File: config.mk
export PLATFORM = sky130hd
export DESIGN_NAME = iq_dual_queue_flat
export DESIGN_NICKNAME = d
export VERILOG_FILES = /design/src/rtl/iq_dual_queue_if.sv /design/src/rtl/iq_dual_queue.sv /design/src/flat_wrapper.sv
export SDC_FILE = /design/constraint.sdc
export NUM_CORES = 2
export LEC_CHECK = 0
export ABC_AREA = 1
export CAP_MARGIN = 20
export CORE_MARGIN = 3
export CORE_UTILIZATION = 50
export CTS_CLUSTER_SIZE = 20
export DETAILED_ROUTE_END_ITERATION = 10
export PLACE_DENSITY_LB_ADDON = 0.2
export SLEW_MARGIN = 10
export SYNTH_ARGS = -nofsm -noshare
export SYNTH_HDL_FRONTEND = slang
export SYNTH_SLANG_ARGS = --single-unit
File: constraint.sdc
create_clock -name iq_clk -period 10.65 [get_ports iq_clk]
set_input_delay 2.13 -clock iq_clk [delete_from_list [all_inputs] [get_ports iq_clk]]
set_output_delay 2.13 -clock iq_clk [all_outputs]
set_load 0.1 [all_outputs]
File: src/rtl/iq_dual_queue_if.sv
// rtl/iq_dual_queue_if.sv - decode-to-issue handshake bundle for the dual instruction queue
interface iq_dual_queue_if #(
  parameter int ENTRY_W    = 128,
  parameter int DEPTH_LOG2 = 3
);
  logic                  iq_flush;
  logic [1:0]            iq_i_valid;
  logic [ENTRY_W-1:0]    iq_i_data0;
  logic [ENTRY_W-1:0]    iq_i_data1;
  logic [1:0]            iq_o_wr_ready;
  logic [1:0]            iq_o_valid;
  logic [ENTRY_W-1:0]    iq_o_data0;
  logic [ENTRY_W-1:0]    iq_o_data1;
  logic [1:0]            iq_i_pop;
  logic [DEPTH_LOG2:0]   iq_o_count;
  logic                  iq_o_full;
  logic                  iq_o_empty;
  logic                  iq_o_afull;
  logic                  iq_o_err;

  modport master (
    output iq_flush, iq_i_valid, iq_i_data0, iq_i_data1, iq_i_pop,
    input  iq_o_wr_ready, iq_o_valid, iq_o_data0, iq_o_data1, iq_o_count,
           iq_o_full, iq_o_empty, iq_o_afull, iq_o_err
  );

  modport slave (
    input  iq_flush, iq_i_valid, iq_i_data0, iq_i_data1, iq_i_pop,
    output iq_o_wr_ready, iq_o_valid, iq_o_data0, iq_o_data1, iq_o_count,
           iq_o_full, iq_o_empty, iq_o_afull, iq_o_err
  );
endinterface

File: src/rtl/iq_dual_queue.sv
// rtl/iq_dual_queue.sv - 2-wide in-order FWFT instruction queue between decode and issue
module iq_dual_queue #(
  parameter int ENTRY_W      = 128,
  parameter int DEPTH_LOG2   = 3,
  parameter int AFULL_THRESH = 6
) (
  input  logic        iq_clk,
  input  logic        iq_rst,
  iq_dual_queue_if.slave bus
);
  localparam int DEPTH = 1 << DEPTH_LOG2;
  localparam int CW    = DEPTH_LOG2 + 1;

  typedef logic [DEPTH_LOG2-1:0] ptr_t;
  typedef logic [CW-1:0]         cnt_t;

  logic [ENTRY_W-1:0] r_mem [DEPTH];
  ptr_t               r_head;
  ptr_t               r_tail;
  cnt_t               r_count;
  logic               r_err;

  logic [1:0] w_wr_ready;
  logic [1:0] w_o_valid;
  logic       w_acc0, w_acc1, w_pa0, w_pa1;
  logic       w_proto_err;
  logic [1:0] w_nacc, w_npa;
  ptr_t       w_tail1, w_head1;

  // Readiness looks only at the registered count: a same-cycle pop never frees a slot for a push.
  always_comb begin
    w_wr_ready[0] = !iq_rst && (r_count <  cnt_t'(DEPTH));
    w_wr_ready[1] = !iq_rst && (r_count <= cnt_t'(DEPTH - 2));
    w_o_valid[0]  = (r_count != '0);
    w_o_valid[1]  = (r_count >= cnt_t'(2));
  end

  assign w_acc0  = bus.iq_i_valid[0] & w_wr_ready[0];
  assign w_acc1  = bus.iq_i_valid[1] & bus.iq_i_valid[0] & w_wr_ready[1];
  assign w_pa0   = bus.iq_i_pop[0] & w_o_valid[0];
  assign w_pa1   = bus.iq_i_pop[1] & bus.iq_i_pop[0] & w_o_valid[1];
  assign w_nacc  = {1'b0, w_acc0} + {1'b0, w_acc1};
  assign w_npa   = {1'b0, w_pa0} + {1'b0, w_pa1};
  assign w_tail1 = r_tail + ptr_t'(1);
  assign w_head1 = r_head + ptr_t'(1);

  assign w_proto_err = (bus.iq_i_valid[1] & ~bus.iq_i_valid[0])
                     | (bus.iq_i_pop[1]   & ~bus.iq_i_pop[0])
                     | (bus.iq_i_pop[0]   & ~w_o_valid[0])
                     | (bus.iq_i_pop[1]   & ~w_o_valid[1]);

  always_ff @(posedge iq_clk) begin
    if (!iq_rst && !bus.iq_flush) begin
      if (w_acc0) r_mem[r_tail]  <= bus.iq_i_data0;
      if (w_acc1) r_mem[w_tail1] <= bus.iq_i_data1;
    end
  end

  always_ff @(posedge iq_clk) begin
    if (iq_rst) begin
      r_head  <= '0;
      r_tail  <= '0;
      r_count <= '0;
      r_err   <= 1'b0;
    end else begin
      if (w_proto_err) r_err <= 1'b1;
      if (bus.iq_flush) begin
        r_head  <= '0;
        r_tail  <= '0;
        r_count <= '0;
      end else begin
        r_tail  <= r_tail + ptr_t'(w_nacc);
        r_head  <= r_head + ptr_t'(w_npa);
        r_count <= r_count + cnt_t'(w_nacc) - cnt_t'(w_npa);
      end
    end
  end

  assign bus.iq_o_wr_ready = w_wr_ready;
  assign bus.iq_o_valid    = w_o_valid;
  assign bus.iq_o_data0    = w_o_valid[0] ? r_mem[r_head]  : '0;
  assign bus.iq_o_data1    = w_o_valid[1] ? r_mem[w_head1] : '0;
  assign bus.iq_o_count    = r_count;
  assign bus.iq_o_full     = (r_count == cnt_t'(DEPTH));
  assign bus.iq_o_empty    = (r_count == '0);
  assign bus.iq_o_afull    = (r_count >= cnt_t'(AFULL_THRESH));
  assign bus.iq_o_err      = r_err;
endmodule
File: src/flat_wrapper.sv
// flat-port wrapper written by rule: the top's interface ports become plain ports
module iq_dual_queue_flat 
#(
  parameter int ENTRY_W      = 128,
  parameter int DEPTH_LOG2   = 3,
  parameter int AFULL_THRESH = 6
)
  (iq_clk, iq_rst, bus_iq_flush, bus_iq_i_valid, bus_iq_i_data0, bus_iq_i_data1, bus_iq_i_pop, bus_iq_o_wr_ready, bus_iq_o_valid, bus_iq_o_data0, bus_iq_o_data1, bus_iq_o_count, bus_iq_o_full, bus_iq_o_empty, bus_iq_o_afull, bus_iq_o_err);
  iq_dual_queue_if #(.ENTRY_W(ENTRY_W), .DEPTH_LOG2(DEPTH_LOG2)) bus_i ();
  input  logic iq_clk;
  input  logic iq_rst;
  input wire logic [$bits(bus_i.iq_flush)-1:0] bus_iq_flush;
  input wire logic [$bits(bus_i.iq_i_valid)-1:0] bus_iq_i_valid;
  input wire logic [$bits(bus_i.iq_i_data0)-1:0] bus_iq_i_data0;
  input wire logic [$bits(bus_i.iq_i_data1)-1:0] bus_iq_i_data1;
  input wire logic [$bits(bus_i.iq_i_pop)-1:0] bus_iq_i_pop;
  output wire logic [$bits(bus_i.iq_o_wr_ready)-1:0] bus_iq_o_wr_ready;
  output wire logic [$bits(bus_i.iq_o_valid)-1:0] bus_iq_o_valid;
  output wire logic [$bits(bus_i.iq_o_data0)-1:0] bus_iq_o_data0;
  output wire logic [$bits(bus_i.iq_o_data1)-1:0] bus_iq_o_data1;
  output wire logic [$bits(bus_i.iq_o_count)-1:0] bus_iq_o_count;
  output wire logic [$bits(bus_i.iq_o_full)-1:0] bus_iq_o_full;
  output wire logic [$bits(bus_i.iq_o_empty)-1:0] bus_iq_o_empty;
  output wire logic [$bits(bus_i.iq_o_afull)-1:0] bus_iq_o_afull;
  output wire logic [$bits(bus_i.iq_o_err)-1:0] bus_iq_o_err;
  assign bus_i.iq_flush = bus_iq_flush;
  assign bus_i.iq_i_valid = bus_iq_i_valid;
  assign bus_i.iq_i_data0 = bus_iq_i_data0;
  assign bus_i.iq_i_data1 = bus_iq_i_data1;
  assign bus_i.iq_i_pop = bus_iq_i_pop;
  assign bus_iq_o_wr_ready = bus_i.iq_o_wr_ready;
  assign bus_iq_o_valid = bus_i.iq_o_valid;
  assign bus_iq_o_data0 = bus_i.iq_o_data0;
  assign bus_iq_o_data1 = bus_i.iq_o_data1;
  assign bus_iq_o_count = bus_i.iq_o_count;
  assign bus_iq_o_full = bus_i.iq_o_full;
  assign bus_iq_o_empty = bus_i.iq_o_empty;
  assign bus_iq_o_afull = bus_i.iq_o_afull;
  assign bus_iq_o_err = bus_i.iq_o_err;
  iq_dual_queue #(.ENTRY_W(ENTRY_W), .DEPTH_LOG2(DEPTH_LOG2), .AFULL_THRESH(AFULL_THRESH)) u_core (.iq_clk(iq_clk), .iq_rst(iq_rst), .bus(bus_i));
endmodule
# [Yosys cells after proc, flatten, opt, wreduce, memory -nomap -nowiden]
# Memories as Yosys holds them, arrays and structs flattened. A register that Yosys moved wholly into a read port is not among the register bits.
# Cells that the tools add are included.
[op_classes] add_sub_neg=8 n_eq_ne=1 n_mux=9 reduce_logical=8 bitwise_logic=17 order_cmp=4
[op_table] operator="128-bit 2-to-1 mux" n=2
[op_table] operator="1-bit bitwise AND" n=10
[op_table] operator="3-bit by 1-bit adder with 3-bit output (second input constant)" n=2
[op_table] operator="3-bit by 2-bit adder with 3-bit output" n=2
[op_table] operator="1-bit 2-to-1 mux" n=6
[op_table] operator="1-bit by 1-bit adder with 2-bit output" n=2
[op_table] operator="4-bit by 2-bit adder with 4-bit output" n=1
[op_table] operator="4-bit equality test (second input constant)" n=1
[op_table] operator="4-bit by 2-bit >= comparator with 1-bit output (second input constant)" n=1
[op_table] operator="4-bit by 3-bit >= comparator with 1-bit output (second input constant)" n=1
[op_table] operator="4-bit by 3-bit <= comparator with 1-bit output (second input constant)" n=1
[op_table] operator="4-bit zero test" n=1
[op_table] operator="4-bit less-than comparator (second input constant)" n=1
[op_table] operator="1-bit NOT" n=4
[op_table] operator="4-bit nonzero test" n=1
[op_table] operator="4-bit by 2-bit subtractor with 4-bit output" n=1
[op_table] operator="1-bit logical AND" n=3
[op_table] operator="3-bit 2-to-1 mux" n=1
[op_table] operator="1-bit bitwise OR" n=3
[op_table] operator="1-bit zero test" n=2
[op_table] operator="2-bit OR reduction" n=1
[word_totals] wordCells=52 in_bits=263 out_inout_bits=268 memories=1 ff_bits=11 ram_bits=1024
[mem_list] name="u_core.r_mem" depth=8 word_bits=128 rd=2 rd_ports_with_merged_regs=1 wr=2 line_no="iq_dual_queue.sv:17" text="logic [ENTRY_W-1:0] r_mem [DEPTH];"

# [Depth between registers and ports, before layout]
[depth] depth_word=6 depth_mapped=16 ltp_nobuf=16

# [Least setup slack after synthesis]
# Ideal clock, no wire load.
[synth_path] kind="input to register" start="input port bus_iq_i_valid[1]" end="memory u_core.r_mem[0][0], enable pin" slack_ps=959 setup_time_ps=659 arrival_time_ps=9031 path_buffers=2 required_ps=9991 stages=6 cell_sequence="nand2_1 > inv_1 > nand4_2 > buf_2 > buf_1 > o22ai_1"
[synth_lines] element="from (decl)" line_no="flat_wrapper.sv:13" text="input wire logic [$bits(bus_i.iq_i_valid)-1:0] bus_iq_i_valid;"
[synth_lines] element="to (decl)" line_no="iq_dual_queue.sv:17"

==> results.md <==
- Status: finished clean
- Synthesized Nets: 9,369
- Relative slew margins: 3.15%
- Largest net degree at the start of global routing: 255
- Share of cells above drive strength 1: 5.02%
- CTS buffer count: 116
- Vias in the first global route: 66,252
- Ys Warns: 0
- Root Buffer: clkbuf_16
- WL per Instance: 25.1 um
- Synth Area per Inst: 7.80 um^2
- XOR/XNOR share of the synthesized area: 0.0882%
- Seq/Total Area, Yosys: 43.7%
- Post-Synth Simple-Gate Area: 22.5%
- Hold Path Sink: u_core.bus.iq_o_err
- Hold_sp: u_core.bus.iq_o_err
- Final Skew: 0.0275 ns
- Slowest CP cell: clkdlybuf4s50_1
- Pwr/cell area: 224 nW/um^2
- Number of synthesized register bits: 1,035
- Vias per Instance: 6.43
- R2r setup slk: 5.51 ns
- CP Buf/Inv Count: 4
- Setup-failing EPs final: 0
- FF-to-FF path depth: 15
- Core area: 140,000 um^2
- Vias post-DR: 69,739
- H-tree depth: 3
- GRT Overall Usage: 35.6%
- Cell row count: 137
- Worst hold slack: 0.531 ns
- Worst skew pair latency: 0.75 ns
- Critical path, cell by cell: buf_4, buf_4, buf_4, o21ai_0, o22ai_1, nor2_1, nor2_1, clkdlybuf4s50_1
- Final wirelength: 272 mm
- Synth unique cells: 34
- Post-DP HPWL: 140 mm
- Clk slew on worst S/H paths: 0.06 ns
- Syn Inst Count: 9,089
- Post-DRT Antenna Nets: 0
- Tightest Pin Transition: 1.45 ns
- Cell mode on critical path: buf_4
- Sw Ratio: 50.6%
- First-pass GRT wire length: 402 mm
- Port Buf Inserts: 530
- # resized after CTS: 0
- Crit Path Class: flop to output pin
- Crit path arrival time: 6.23 ns
- Gr ovfl total: 0
- Min cycle time layout: 8.36 ns
- Final estimated routing congestion in global placement: 0.846
- Logic pwr share: 51.1%
- Post-synthesis adder-cell area fraction: 0.342%
- Area Growth Syn to Fin: 11.1%
- Synth Area in Compound Gates: 24.3%
- Initial DRC Count: 9,919
- Largest family of logic cells by synthesized area: compound AO/OA/AOI/OAI gates
- I/O Pins: 531
- Multiplexer area fraction after synthesis: 0%
- RSZ-0062 raised after global routing: false
- CTS tree: built
- Starting Density: 50.6%
- Internal power: 8.73 mW
- Cell Area, Synth: 70,900 um^2
- Hold Crit Class: flop to flop
- CP Max Fanout: 67
- WHS Path Cells: 2
- Clock sinks: 1,035
- Capture point of the worst reg-to-reg path: u_core.bus.iq_o_count[2]
- Remaining DRCs: 0
- CTS Buffer Depth: 3
- Hold Violations, Final: 0
- Post-CTS Setup Inserts: 0
- Die ar.: 146,000 um^2
- Hold-fix buffers, CTS: 0
- Sw power: 8.94 mW
- Critical path startpoint category: flop
- Crit path required time: 8.52 ns
- Final Max Tran Viols: 0
- Most frequent cells in the layout: nand2_1, nor2_1, nand3_1
- Setup tns final: 0 ns
- Most common cell after layout, fill and taps aside: nand2_1
- Crit path capture type: output pin
- Period utilization: 78.5%
- # nets final: 9,115
- Peak VDD IR: 268 uV
- Seq pwr share: 26.1%
- Die W: 383 um
- Max incr delay on CP: 1.22 ns
- Clock power frac: 22.8%
- Chip Height: 383 um
- Max-Cap Viols: 0
- FMAX: 120 MHz
- TritonRoute pass-1 iters: 8
- Number of fill cells: 12,624
- Leakage: 27.5 nW
- Delay-heaviest family, CP: buffers and inverters
- Initial antenna violation count: 35
- Reg-to-Reg Start: u_core.bus.iq_o_count[3]
## worst max-delay path by stage
stage,from,to,slack (ns),depth (start not counted)
6_report,u_core.r_head[1],bus_iq_o_data0[127],2.29,8
5_1_grt,u_core.r_head[1],bus_iq_o_data0[86],2.21,8
4_1_cts,u_core.r_head[1],bus_iq_o_data0[86],2.45,8
3_5_place_dp,u_core.r_head[1],bus_iq_o_data0[86],3.26,8
3_3_place_gp,u_core.r_head[1],bus_iq_o_data0[115],3.36,8
2_1_floorplan,bus_iq_i_valid[1],u_core.r_mem[0][0],0.96,6
## registers in the layout, summed over array words and instances (netlist names)
name,cells
u_core.r_mem,1024
u_core.bus.iq_o_count,4
u_core.r_head,3
u_core.r_tail,3
u_core.bus.iq_o_err,1
## routing by layer
| layer | GRT usage (%) | part of all wire (%) | wire length [um] |
|---|---|---|---|
| met1 | 45.3 | 36 | 98200 |
| met2 | 55.7 | 45 | 122000 |
| met3 | 7.42 | 13 | 35200 |
| met4 | 21.5 | 5.8 | 15800 |
| met5 | 0.562 | 0.044 | 120 |
## worst min-delay path: stages (launching register included)
cell and delay (ns):
dfxtp_1 0.33, a211oi_1 0.05, a21oi_1 0.11
## final cells by class
type / instances / area, um^2 / share of cell area [%]
clock inverters: 88 / 694 / 0.881
clock buffers: 133 / 3030 / 3.85
multi-input cells: 6619 / 33700 / 42.8
repair buffers: 635 / 6300 / 7.99
inverters: 428 / 1670 / 2.12
well taps: 1876 / 2350 / 2.98
flip-flops and latches: 1035 / 31000 / 39.3
diodes: 29 / 72.6 / 0.0921
## power groups by stage
stage | combinational, mW | clock (mW) | sequential, mW
after floorplan | 6.52 | 0 | 4.72
after global placement | 8.79 | 0 | 4.70
final | 9.03 | 4.02 | 4.62
after global routing | 9.39 | 4.20 | 4.63
after detailed placement | 8.87 | 0 | 4.70
after CTS | 8.90 | 4.04 | 4.62
## Yosys cell counts
cell | instances | share of area [%]
nand2_2 | 1 | 0.0088
buf_1 | 119 | 0.63
clkbuf_2 | 113 | 0.80
o21ai_1 | 234 | 1.7
nor3b_1 | 1 | 0.011
o21ai_0 | 919 | 6.5
a21oi_1 | 385 | 2.7
inv_1 | 421 | 2.2
or2_2 | 128 | 1.1
nand3_1 | 1164 | 8.2
a211oi_1 | 1 | 0.011
nor2_4 | 1 | 0.016
nor2_1 | 1171 | 6.2
fa_1 | 4 | 0.11
xnor2_1 | 2 | 0.025
edfxtp_1 | 1024 | 43
a31oi_1 | 1 | 0.0088
o21bai_1 | 1024 | 11
o22ai_1 | 136 | 1.2
xnor2_4 | 1 | 0.039
nand3_2 | 1 | 0.014
clkbuf_1 | 266 | 1.4
inv_2 | 5 | 0.026
nand4_2 | 1 | 0.018
o211ai_1 | 128 | 1.4
clkinv_1 | 2 | 0.011
xor2_1 | 2 | 0.025
buf_4 | 81 | 0.86
buf_6 | 17 | 0.27
buf_2 | 411 | 2.9
nand2_1 | 1300 | 6.9
ha_1 | 13 | 0.23
dfxtp_1 | 11 | 0.31
nand4_1 | 1 | 0.0088
## logic make-up after synthesis
logic type                 count (synthesis)
AOI/OAI and AO/OA                       2828
xor gates and xnor gates                   5
adders and majority gates                 17
buffers and inverters                   1435
DFF                                     1035
and+or+nand+nor                         3769
## metrics by stage
| step | instance area [um^2] | worst slack (ns) | util (%) | cells | power (mW) |
|---|---|---|---|---|---|
| after floorplan | 70900 | 0.959 | - | 9089 | 11.2 |
| after global placement | 74900 | 3.36 | 53.4 | 10590 | 13.5 |
| after detailed placement | 74900 | 3.26 | 53.4 | 10590 | 13.6 |
| after CTS | 78700 | 2.45 | 56.1 | 10811 | 17.6 |
| after global routing | 78800 | 2.21 | 56.2 | 10833 | 18.2 |
| final | 78800 | 2.29 | 56.2 | 10843 | 17.7 |
Note: power is estimated with default switching activity, not from simulation.
